File: src/rtl/baseline_tracker_if.sv
// Sample/trigger inputs and pedestal outputs of the baseline tracker.
// The bench drives the master side and the tracker implements the slave side.
interface baseline_tracker_if;
  logic        en;
  logic [13:0] adc_dat;
  logic        trig_in;
  logic [13:0] baseline;
  logic        baseline_valid;
  logic [15:0] abort_cnt;

  modport master (
    output en, adc_dat, trig_in,
    input  baseline, baseline_valid, abort_cnt
  );

  modport slave (
    input  en, adc_dat, trig_in,
    output baseline, baseline_valid, abort_cnt
  );
endinterface

File: src/rtl/baseline_tracker.sv
// ADC pedestal estimator: block-averages 2^LOG2N samples. It freezes during
// triggers plus a holdoff window, and drops windows with large positive excursions.
module baseline_tracker #(
  parameter int LOG2N   = 6,
  parameter int HOLDOFF = 128,
  parameter int REJECT  = 200
) (
  input  logic               clk,
  input  logic               rst_n,
  baseline_tracker_if.slave  bus
);

  localparam int AW = 14 + LOG2N;
  localparam int HW = (HOLDOFF > 1) ? $clog2(HOLDOFF) : 1;
  localparam logic [LOG2N-1:0] CNT_LAST  = '1;
  localparam logic [HW-1:0]    HOLD_LAST = HW'(HOLDOFF - 1);
  localparam logic [14:0]      REJECT_W  = 15'(REJECT);

  typedef enum logic [1:0] {S_INIT, S_TRACK, S_HOLD, S_HOLDOFF} state_t;

  state_t            state_reg, state_next;
  logic [AW-1:0]     acc_reg, acc_next;
  logic [LOG2N-1:0]  cnt_reg, cnt_next;
  logic [HW-1:0]     hcnt_reg, hcnt_next;
  logic [13:0]       s_q;
  logic [13:0]       baseline_reg, baseline_next;
  logic              valid_reg, valid_next;
  logic [15:0]       abort_reg, abort_next;

  logic [AW-1:0]     acc_sum;
  logic [14:0]       reject_lim;
  logic              excursion;

  // The limit is computed in 15 bits so a baseline near full scale cannot wrap.
  assign acc_sum    = acc_reg + AW'(s_q);
  assign reject_lim = {1'b0, baseline_reg} + REJECT_W;
  assign excursion  = ({1'b0, s_q} > reject_lim);

  always_comb begin
    state_next    = state_reg;
    acc_next      = acc_reg;
    cnt_next      = cnt_reg;
    hcnt_next     = hcnt_reg;
    baseline_next = baseline_reg;
    valid_next    = valid_reg;
    abort_next    = abort_reg;

    case (state_reg)
      S_INIT, S_TRACK: begin
        if (bus.trig_in) begin
          state_next = S_HOLD;
          acc_next   = '0;
          cnt_next   = '0;
        end else if (!bus.en) begin
          acc_next = '0;
          cnt_next = '0;
        end else if (state_reg == S_TRACK && excursion) begin
          acc_next = '0;
          cnt_next = '0;
          if (abort_reg != 16'hFFFF) abort_next = abort_reg + 16'd1;
        end else if (cnt_reg == CNT_LAST) begin
          baseline_next = acc_sum[AW-1:LOG2N];
          valid_next    = 1'b1;
          acc_next      = '0;
          cnt_next      = '0;
          state_next    = S_TRACK;
        end else begin
          acc_next = acc_sum;
          cnt_next = cnt_reg + LOG2N'(1);
        end
      end

      S_HOLD: begin
        acc_next = '0;
        cnt_next = '0;
        if (!bus.trig_in) begin
          state_next = S_HOLDOFF;
          hcnt_next  = '0;
        end
      end

      S_HOLDOFF: begin
        acc_next = '0;
        cnt_next = '0;
        if (bus.trig_in) begin
          state_next = S_HOLD;
        end else if (hcnt_reg == HOLD_LAST) begin
          state_next = valid_reg ? S_TRACK : S_INIT;
          hcnt_next  = '0;
        end else begin
          hcnt_next = hcnt_reg + HW'(1);
        end
      end

      default: state_next = S_INIT;
    endcase
  end

  always_ff @(posedge clk or negedge rst_n) begin
    if (!rst_n) begin
      state_reg    <= S_INIT;
      acc_reg      <= '0;
      cnt_reg      <= '0;
      hcnt_reg     <= '0;
      s_q          <= '0;
      baseline_reg <= '0;
      valid_reg    <= 1'b0;
      abort_reg    <= '0;
    end else begin
      state_reg    <= state_next;
      acc_reg      <= acc_next;
      cnt_reg      <= cnt_next;
      hcnt_reg     <= hcnt_next;
      s_q          <= bus.adc_dat;
      baseline_reg <= baseline_next;
      valid_reg    <= valid_next;
      abort_reg    <= abort_next;
    end
  end

  assign bus.baseline       = baseline_reg;
  assign bus.baseline_valid = valid_reg;
  assign bus.abort_cnt      = abort_reg;

endmodule
File: src/flat_wrapper.sv
// flat-port wrapper written by rule: the top's interface ports become plain ports
module baseline_tracker_flat 
#(
  parameter int LOG2N   = 6,
  parameter int HOLDOFF = 128,
  parameter int REJECT  = 200
)
  (clk, rst_n, bus_en, bus_adc_dat, bus_trig_in, bus_baseline, bus_baseline_valid, bus_abort_cnt);
  baseline_tracker_if bus_i ();
  input  logic clk;
  input  logic rst_n;
  input wire logic [$bits(bus_i.en)-1:0] bus_en;
  input wire logic [$bits(bus_i.adc_dat)-1:0] bus_adc_dat;
  input wire logic [$bits(bus_i.trig_in)-1:0] bus_trig_in;
  output wire logic [$bits(bus_i.baseline)-1:0] bus_baseline;
  output wire logic [$bits(bus_i.baseline_valid)-1:0] bus_baseline_valid;
  output wire logic [$bits(bus_i.abort_cnt)-1:0] bus_abort_cnt;
  assign bus_i.en = bus_en;
  assign bus_i.adc_dat = bus_adc_dat;
  assign bus_i.trig_in = bus_trig_in;
  assign bus_baseline = bus_i.baseline;
  assign bus_baseline_valid = bus_i.baseline_valid;
  assign bus_abort_cnt = bus_i.abort_cnt;
  baseline_tracker #(.LOG2N(LOG2N), .HOLDOFF(HOLDOFF), .REJECT(REJECT)) u_core (.clk(clk), .rst_n(rst_n), .bus(bus_i));
endmodule
File: config.mk
export PLATFORM = sky130hd
export DESIGN_NAME = baseline_tracker_flat
export DESIGN_NICKNAME = d
export VERILOG_FILES = /design/src/rtl/baseline_tracker_if.sv /design/src/rtl/baseline_tracker.sv /design/src/flat_wrapper.sv
export SDC_FILE = /design/constraint.sdc
export NUM_CORES = 1
export LEC_CHECK = 0
export ABC_AREA = 0
export ABC_CLOCK_PERIOD_IN_PS = 3050
export CAP_MARGIN = 20
export CORE_AREA = 5 5 101 103
export CTS_CLUSTER_SIZE = 30
export DETAILED_ROUTE_END_ITERATION = 7
export DIE_AREA = 0 0 106 108
export PLACE_DENSITY_LB_ADDON = 0.3
export SYNTH_ARGS = -nofsm -noshare
export SYNTH_HDL_FRONTEND = slang
export SYNTH_SLANG_ARGS = --single-unit
export TNS_END_PERCENT = 30
File: constraint.sdc
create_clock -name clk -period 3.05 [get_ports clk]
set_input_delay 0.61 -clock clk [delete_from_list [all_inputs] [get_ports clk]]
set_output_delay 0.61 -clock clk [all_outputs]
set_load 0.1 [all_outputs]
==> results of run 1 <==
-- cell usage after synthesis, types with 2 or more instances --
master	instances	area [sq um]
sky130_fd_sc_hd__dfrtp_1	80	2000
sky130_fd_sc_hd__nor2_1	46	173
sky130_fd_sc_hd__nand3_1	34	170
sky130_fd_sc_hd__ha_1	32	400
sky130_fd_sc_hd__nand2_1	28	105
sky130_fd_sc_hd__o21ai_0	28	140
sky130_fd_sc_hd__xnor2_1	26	228
sky130_fd_sc_hd__inv_1	20	75.1
sky130_fd_sc_hd__o31ai_1	18	135
sky130_fd_sc_hd__a21oi_1	16	80.1
sky130_fd_sc_hd__nor3_1	14	70.1
sky130_fd_sc_hd__nand4_1	11	68.8
sky130_fd_sc_hd__clkbuf_1	10	37.5
sky130_fd_sc_hd__xor2_1	10	87.6
sky130_fd_sc_hd__nand2b_1	9	56.3
sky130_fd_sc_hd__a21o_1	8	60.1
sky130_fd_sc_hd__nor2b_1	7	43.8
sky130_fd_sc_hd__a211oi_1	6	45.0
sky130_fd_sc_hd__and3_1	5	31.3
sky130_fd_sc_hd__mux2i_1	5	50.1
sky130_fd_sc_hd__a221oi_1	3	26.3
sky130_fd_sc_hd__nor4_1	3	18.8
sky130_fd_sc_hd__o211ai_1	3	22.5
sky130_fd_sc_hd__o21a_1	3	22.5
sky130_fd_sc_hd__a211o_1	2	17.5
sky130_fd_sc_hd__and2_1	2	12.5
sky130_fd_sc_hd__buf_2	2	10.0
sky130_fd_sc_hd__buf_6	2	22.5
sky130_fd_sc_hd__mux2_2	2	22.5
sky130_fd_sc_hd__nor3b_1	2	15.0
sky130_fd_sc_hd__o31a_1	2	17.5
sky130_fd_sc_hd__or3_1	2	12.5
sky130_fd_sc_hd__or4_1	2	15.0
-- power by group through the flow --
stage	Clock (mW)	Combinational (mW)	Sequential, mW
finish	0.931	0.280	1.11
global route	0.994	0.303	1.12
floorplan	0	0.0951	1.19
detailed placement	0	0.252	1.13
CTS	0.948	0.265	1.11
global placement	0	0.247	1.13
-- path summary, 6_finish.rpt --
kind | startpoint | end | slack (ns) | cells after the start
hold reg to reg | u_core.cnt_reg[0] | u_core.cnt_reg[0] | 0.47 | 1
hold / removal | rst_n | u_core.acc_reg[14] | 0.27 | 1
setup / recovery | u_core.bus.baseline[5] | u_core.bus.abort_cnt[8] | -0.42 | 12
min in group clk | u_core.cnt_reg[0] | u_core.cnt_reg[0] | 0.47 | 1
setup reg to reg | u_core.bus.baseline[5] | u_core.bus.abort_cnt[8] | -0.42 | 12
max in group asynchronous | rst_n | u_core.bus.baseline[9] | 2.04 | 2
-- repair_timing --
item | 4_1_cts | 5_1_grt
cloned | 1 | 2
buffers inserted | 7 | 3
resized for setup | 26 | 44
setup endpoints to repair | 34 | 58
pin swaps | 7 | 12
-- final cells by class --
type	count	area [sq um]
Fill cell	709	3200
Multi-Input combinational cell	354	2710
Sequential cell	80	2020
Timing Repair Buffer	83	733
Tap cell	111	139
Clock buffer	10	128
Clock inverter	6	108
Inverter	20	75.1
-- metrics by stage --
stage	setup slack, ns	setup TNS [ns]	total power [mW]	instances
after floorplan	-0.370	-11.56	1.28	468
after global placement	-0.0653	-0.250	1.38	636
after detailed placement	-0.194	-1.98	1.39	636
after CTS	-0.128	-2.39	2.33	660
after global routing	-0.508	-19.12	2.41	664
final	-0.418	-12.20	2.33	664
-- cell families (layout without fill, tap and decap cells) --
family                     count (synthesis)  count (layout)
buffers and inverters                     35             119
muxes                                      7               7
adders and majority gates                 33              33
xor gates and xnor gates                  36              36
and+or+nand+nor                          177             178
AOI/OAI and AO/OA                        100             100
DFF                                       80              80
-- metal layers --
layer | track usage [%] | part of all wire [%] | vias up
met5 | 0 | 0 | -
met2 | 33.2 | 49 | 112
met4 | 6.48 | 2.9 | 0
met1 | 26.8 | 44 | 1920
met3 | 2.87 | 4.4 | 33
li1 | - | - | 1855
-- critical path, cell delays in order (launching register included) --
cell and delay, ns:
sky130_fd_sc_hd__dfrtp_4 0.51, sky130_fd_sc_hd__a311oi_4 0.31, sky130_fd_sc_hd__and2b_2 0.26, sky130_fd_sc_hd__nand2_1 0.08
sky130_fd_sc_hd__xor2_1 0.15, sky130_fd_sc_hd__ha_1 0.28, sky130_fd_sc_hd__nand4_1 0.28, sky130_fd_sc_hd__nor4_4 0.09
sky130_fd_sc_hd__a2111oi_4 0.40, sky130_fd_sc_hd__o31ai_2 0.16, sky130_fd_sc_hd__buf_4 0.17, sky130_fd_sc_hd__or4_4 0.52
sky130_fd_sc_hd__xnor2_1 0.14
==> run metrics, run 1 <==
drc violations=0; hold buffers post-CTS=0; net count of the mapped netlist=519; Worst Skew=0.0111 ns; crit start category=register; number of antenna violations at the first check in global routing=0; fraction of the mapped netlist area in compound gates=14.9%; count of routing violations after the opening detailed-route iteration=218; Chip Height=108 um; power share of the sequential group=47.9%; Comb pwr share=12.1%; number of flip-flops under the largest register name=20; element type at the critical path end=register; most common flop cell mapped by yosys=sky130_fd_sc_hd__dfrtp_1; result of the run=finished with violations; setup repair after global routing missed its margin=yes; average size of a mapped cell=9.72 sq um; number of library cell types mapped by synthesis=58; Post-Synthesis Cells=468; net switching power figure=0.599 mW; H-tree lvl count=3; required time of the critical path=3.28 ns; share of total power consumed by net switching=25.7%; DR pass1 iterations=5; number of inserted diodes=0; most common cell after layout, fill and taps aside=sky130_fd_sc_hd__dfrtp_1; DPL Wire Length=7890 um; fraction of final layout cells sized beyond drive strength 1=25.5%; adder and majority cell fraction of the synthesized area=9.25%; Buffers on Ports=48; TritonCTS clock tree=done; data arrival time of the worst path=3.70 ns; type of the most critical hold path=input port to async pin; clock latency on the worst-skew pair=0.35 ns; Post-synth EDFFs=0; total count of max-transition violations in the final report=0; average detailed-routed wire length per instance=18.1 um; post-synthesis sequential element count=80; total non-filler cell area in the finished layout=0.00591 sq mm; die area=0.0114 sq mm; slew at the pin closest to its max-slew limit=1.17 ns; commonest cells after routing, fill and taps aside=sky130_fd_sc_hd__dfrtp_1 (73), sky130_fd_sc_hd__buf_4 (59), sky130_fd_sc_hd__nor2_1 (37), sky130_fd_sc_hd__nand3_1 (32), sky130_fd_sc_hd__ha_1 (31); Clk pwr share=40.0%; Max FO, Critical Path=3; global-route wire length before repair=18400 um; Util after Layout=64.9%; Final Cycle Share=114%; core area=0.00911 sq mm; Power Dens Cells=394 mW/mm^2; number of global-route vias before repair=3735; proportion of synthesized flip-flops having asynchronous set or reset=100%; cell area after synthesis=0.00455 sq mm; Num Clock Sinks=80; routability congestion estimate from global placement=0.855; maximum clock rate=0.288 GHz; Internal=1.73 mW; Max Root-Sink Buffers=2; number of hold violations in the final report=0; grt total ovfl=0; count of nets after finishing=599; overall via count from detail_route=3920; Area Growth Syn to Fin=30.0%; width of the chip=106 um; dpl cell area=0.00525 sq mm; basic-gate share of the synthesized area counting and, or, nand and nor cells=20.0%; CTS clk-pin slew, worst paths=0.08 ns; worst hold margin=0.265 ns; main combinational cell family by area after synthesis=simple AND/OR/NAND/NOR gates; worst slew margin relative to its limit=21.7%; minimum setup slack in the final design=-0.418 ns; number of violations of the max-capacitance limit=0; ports placed on the boundary=49; post-synthesis sequential area ratio=44.0%; number of setup violations in the final report=58; xor-xnor portion of the synthesized cell area=6.93%; worst setup path category=register to register; cell row count=35; violated checks=setup timing; Static Leakage=2.52 nW; overall track demand over capacity in global routing=19.9%; largest net degree at the start of global routing=47; Root Buffer=sky130_fd_sc_hd__clkbuf_8; number of vias per cell=5.90; TritonCTS buffer count=9; Final min period=3.47 ns; number of warnings reported in the yosys synthesis log=0; Max VDD drop=0.000311 V; initial core utilization=49.9%; mux contribution to synthesized area=1.60%; overall routed net length=12000 um; remaining antenna violation count after routing=0
Power figures use the tool's default switching activity.
==> inputs of run 2 (changes only) <==
--- a/config.mk
+++ b/config.mk
@@ -12,6 +12,7 @@
 export CTS_CLUSTER_SIZE = 30
 export DETAILED_ROUTE_END_ITERATION = 7
 export DIE_AREA = 0 0 106 108
+export HOLD_SLACK_MARGIN = 0.06
 export PLACE_DENSITY_LB_ADDON = 0.3
 export SYNTH_ARGS = -nofsm -noshare
 export SYNTH_HDL_FRONTEND = slang
==> results of run 2 <==
No change in the layout: final DEF, timing and power equal those of run 1.
==> inputs of run 3 (changes only) <==
--- a/config.mk
+++ b/config.mk
@@ -8,10 +8,10 @@
 export ABC_AREA = 0
 export ABC_CLOCK_PERIOD_IN_PS = 3050
 export CAP_MARGIN = 20
-export CORE_AREA = 5 5 101 103
+export CORE_AREA = 2 2 98 100
 export CTS_CLUSTER_SIZE = 30
 export DETAILED_ROUTE_END_ITERATION = 7
-export DIE_AREA = 0 0 106 108
+export DIE_AREA = 0 0 100 102
 export HOLD_SLACK_MARGIN = 0.06
 export PLACE_DENSITY_LB_ADDON = 0.3
 export SYNTH_ARGS = -nofsm -noshare
==> run 3 against run 2 <==
The flow still finishes with violations (setup timing). Die area shrank 11%. Clock power fell by 18%. Sequential power about the same. Combinational power decreased by 7.9%. Clock-buffer cell count is 1 lower. Total power shrank 8.4%. Global-route usage grew 2.5 points. Non-clock buffer count down 8. Critical path type unchanged. Critical endpoint is now u_core.bus.baseline[12]. Largest power group unchanged. Highest routed layer unchanged.
==> run metrics, run 3 (same netlist as run 1, synthesis figures left out) <==
result of the run=finished with violations; violated checks=setup timing; number of setup violations in the final report=33 (-43%); Static Leakage=2.41 nW (-4.5%); Worst Skew=0.00993 ns (-0.00120 ns); required time of the critical path=3.32 ns (+0.04 ns); Num Clock Sinks=80 (unchanged); Pwr Total=2.13 mW (-8.4%); count of nets after finishing=591 (-1.3%); number of hold violations in the final report=0 (unchanged); count of routing violations after the opening detailed-route iteration=211 (-3.2%); overall track demand over capacity in global routing=22.4% (+2.5 points); routability congestion estimate from global placement=0.868 (+1.6%); Max Root-Sink Buffers=2 (unchanged); Worst Setup Slack post-DPL=-0.167 ns (+0.0274 ns); remaining antenna violation count after routing=0 (unchanged); number of inserted diodes=0 (unchanged); initial core utilization=49.9% (unchanged); Final min period=3.26 ns (-0.205 ns); number of violations of the max-capacitance limit=0 (unchanged); TritonCTS clock tree=done; H-tree lvl count=3 (unchanged); largest net degree at the start of global routing=54 (+15%); Root Buffer=sky130_fd_sc_hd__clkbuf_8; overall via count from detail_route=3835 (-2.2%); ports placed on the boundary=49 (unchanged); setup repair after global routing missed its margin=yes; Chip Height=102 um (-5.6%); number of antenna violations at the first check in global routing=0 (unchanged); TritonCTS buffer count=9 (unchanged); Max FO, Critical Path=6 (+3); Final Cycle Share=107% (-6.7 points); number of flip-flops under the largest register name=20 (unchanged); hold buffers post-CTS=0 (unchanged); minimum setup slack in the final design=-0.213 ns (+0.205 ns); Power Dens Cells=382 mW/mm^2 (-2.9%); drc violations=0 (unchanged); total non-filler cell area in the finished layout=0.00558 sq mm (-5.6%); number of vias per cell=5.85 (-0.98%); most common cell after layout, fill and taps aside=sky130_fd_sc_hd__dfrtp_1; worst slew margin relative to its limit=39.7% (+18 points); final standard cell count with taps included and fillers excluded=656 (-1.2%); crit start category=register; number of global-route vias before repair=3635 (-2.7%); layout filler cell count=769 (+8.5%); average detailed-routed wire length per instance=16.5 um (-9.1%); die area=0.0102 sq mm (-11%); Util after Layout=61.2% (-3.7 points); TNS Setup=-2.95 ns (+9.25 ns); CTS clk-pin slew, worst paths=0.10 ns (+0.02 ns); fraction of final layout cells sized beyond drive strength 1=22.0% (-3.5 points); worst hold margin=0.283 ns (+0.0174 ns); Area Growth Syn to Fin=22.6%; clock latency on the worst-skew pair=0.36 ns (about the same); data arrival time of the worst path=3.53 ns (-0.17 ns); cell row count=35 (unchanged); dpl cells=636 (unchanged); DR pass1 iterations=5 (unchanged); grt total ovfl=0 (unchanged); slew at the pin closest to its max-slew limit=0.902 ns (-0.269 ns); worst setup path category=register to register; Max VDD drop=0.000271 V (-13%); total count of max-transition violations in the final report=0 (unchanged); element type at the critical path end=register; overall routed net length=10800 um (-10%); register-to-register setup slack=-0.21 ns (+0.21 ns); Buffers on Ports=48 (unchanged); global-route wire length before repair=17900 um (-2.7%); DPL Wire Length=7790 um (-1.3%); maximum clock rate=0.306 GHz (+6.3%); width of the chip=100 um (-5.7%); type of the most critical hold path=input port to async pin; dpl cell area=0.00525 sq mm (unchanged); core area=0.00911 sq mm (unchanged); commonest cells after routing, fill and taps aside=sky130_fd_sc_hd__dfrtp_1 (73), sky130_fd_sc_hd__buf_4 (56), sky130_fd_sc_hd__nor2_1 (43), sky130_fd_sc_hd__nand3_1 (34), sky130_fd_sc_hd__ha_1 (31)
## run 3: changes by cell type in the layout (fill, tap and decap cells not counted), moves of 3 or more
cell                        before  now
sky130_fd_sc_hd__nor2_4          4    0
sky130_fd_sc_hd__buf_4          59   56
sky130_fd_sc_hd__o31ai_4         5    1
sky130_fd_sc_hd__nor2_1         37   43
sky130_fd_sc_hd__inv_6           0    3
sky130_fd_sc_hd__bufinv_16       3    0
sky130_fd_sc_hd__clkinv_4        0    3
## run 3: path summary, 6_finish.rpt
path / to / cells past startpoint / start
max in group asynchronous: u_core.acc_reg[2] / 2 / rst_n
setup reg to reg: u_core.bus.baseline[12] / 11 / u_core.bus.baseline[5]
hold / removal: u_core.acc_reg[14] / 1 / rst_n
setup / recovery: u_core.bus.baseline[12] / 11 / u_core.bus.baseline[5]
hold reg to reg: u_core.cnt_reg[0] / 1 / u_core.cnt_reg[0]
min in group clk: u_core.cnt_reg[0] / 1 / u_core.cnt_reg[0]
## run 3: final cells by class
type	count	area, sq um	area share, %
Multi-Input combinational cell	354	2530	45.4
Sequential cell	80	2020	36.2
Timing Repair Buffer	75	623	11.2
Tap cell	111	139	2.49
Clock buffer	9	124	2.22
Inverter	20	75.1	1.35
Clock inverter	7	63.8	1.14
## run 3: timing repair
action	CTS	global route
endpoints found under the hold margin	0	0
setup buffers	3	0
endpoints found under the setup margin	42	58
cloned	1	0
pin swaps	2	4
resized for setup	8	26
## run 3: worst max-delay path: stages, from the launching register on
cell                       delay (ns)
sky130_fd_sc_hd__dfrtp_4         0.51
sky130_fd_sc_hd__a311oi_4        0.31
sky130_fd_sc_hd__and2b_2         0.26
sky130_fd_sc_hd__nand4_1         0.12
sky130_fd_sc_hd__xor2_1          0.18
sky130_fd_sc_hd__ha_1            0.26
sky130_fd_sc_hd__a21o_1          0.19
sky130_fd_sc_hd__a21oi_2         0.15
sky130_fd_sc_hd__o211ai_1        0.13
sky130_fd_sc_hd__o31a_2          0.38
sky130_fd_sc_hd__or3_4           0.48
sky130_fd_sc_hd__o31ai_2         0.19
## run 3: layer usage
| layer | track usage, % | vias to the layer above | wire length (um) |
|---|---|---|---|
| met3 | 4.38 | 25 | 549 |
| met1 | 31.1 | 1856 | 4910 |
| met5 | 0 | - | 0 |
| met4 | 8.54 | 0 | 285 |
| met2 | 35.1 | 117 | 5060 |
| li1 | - | 1837 | - |
## run 3: where the power goes
| part | leakage, nW | switching [mW] | internal [mW] | total [mW] |
|---|---|---|---|---|
| Sequential | 1.04 | 0.0298 | 1.08 | 1.11 |
| Combinational | 1.27 | 0.163 | 0.0951 | 0.258 |
| Clock | 0.0967 | 0.445 | 0.315 | 0.759 |
| Total | 2.41 | 0.638 | 1.49 | 2.13 |
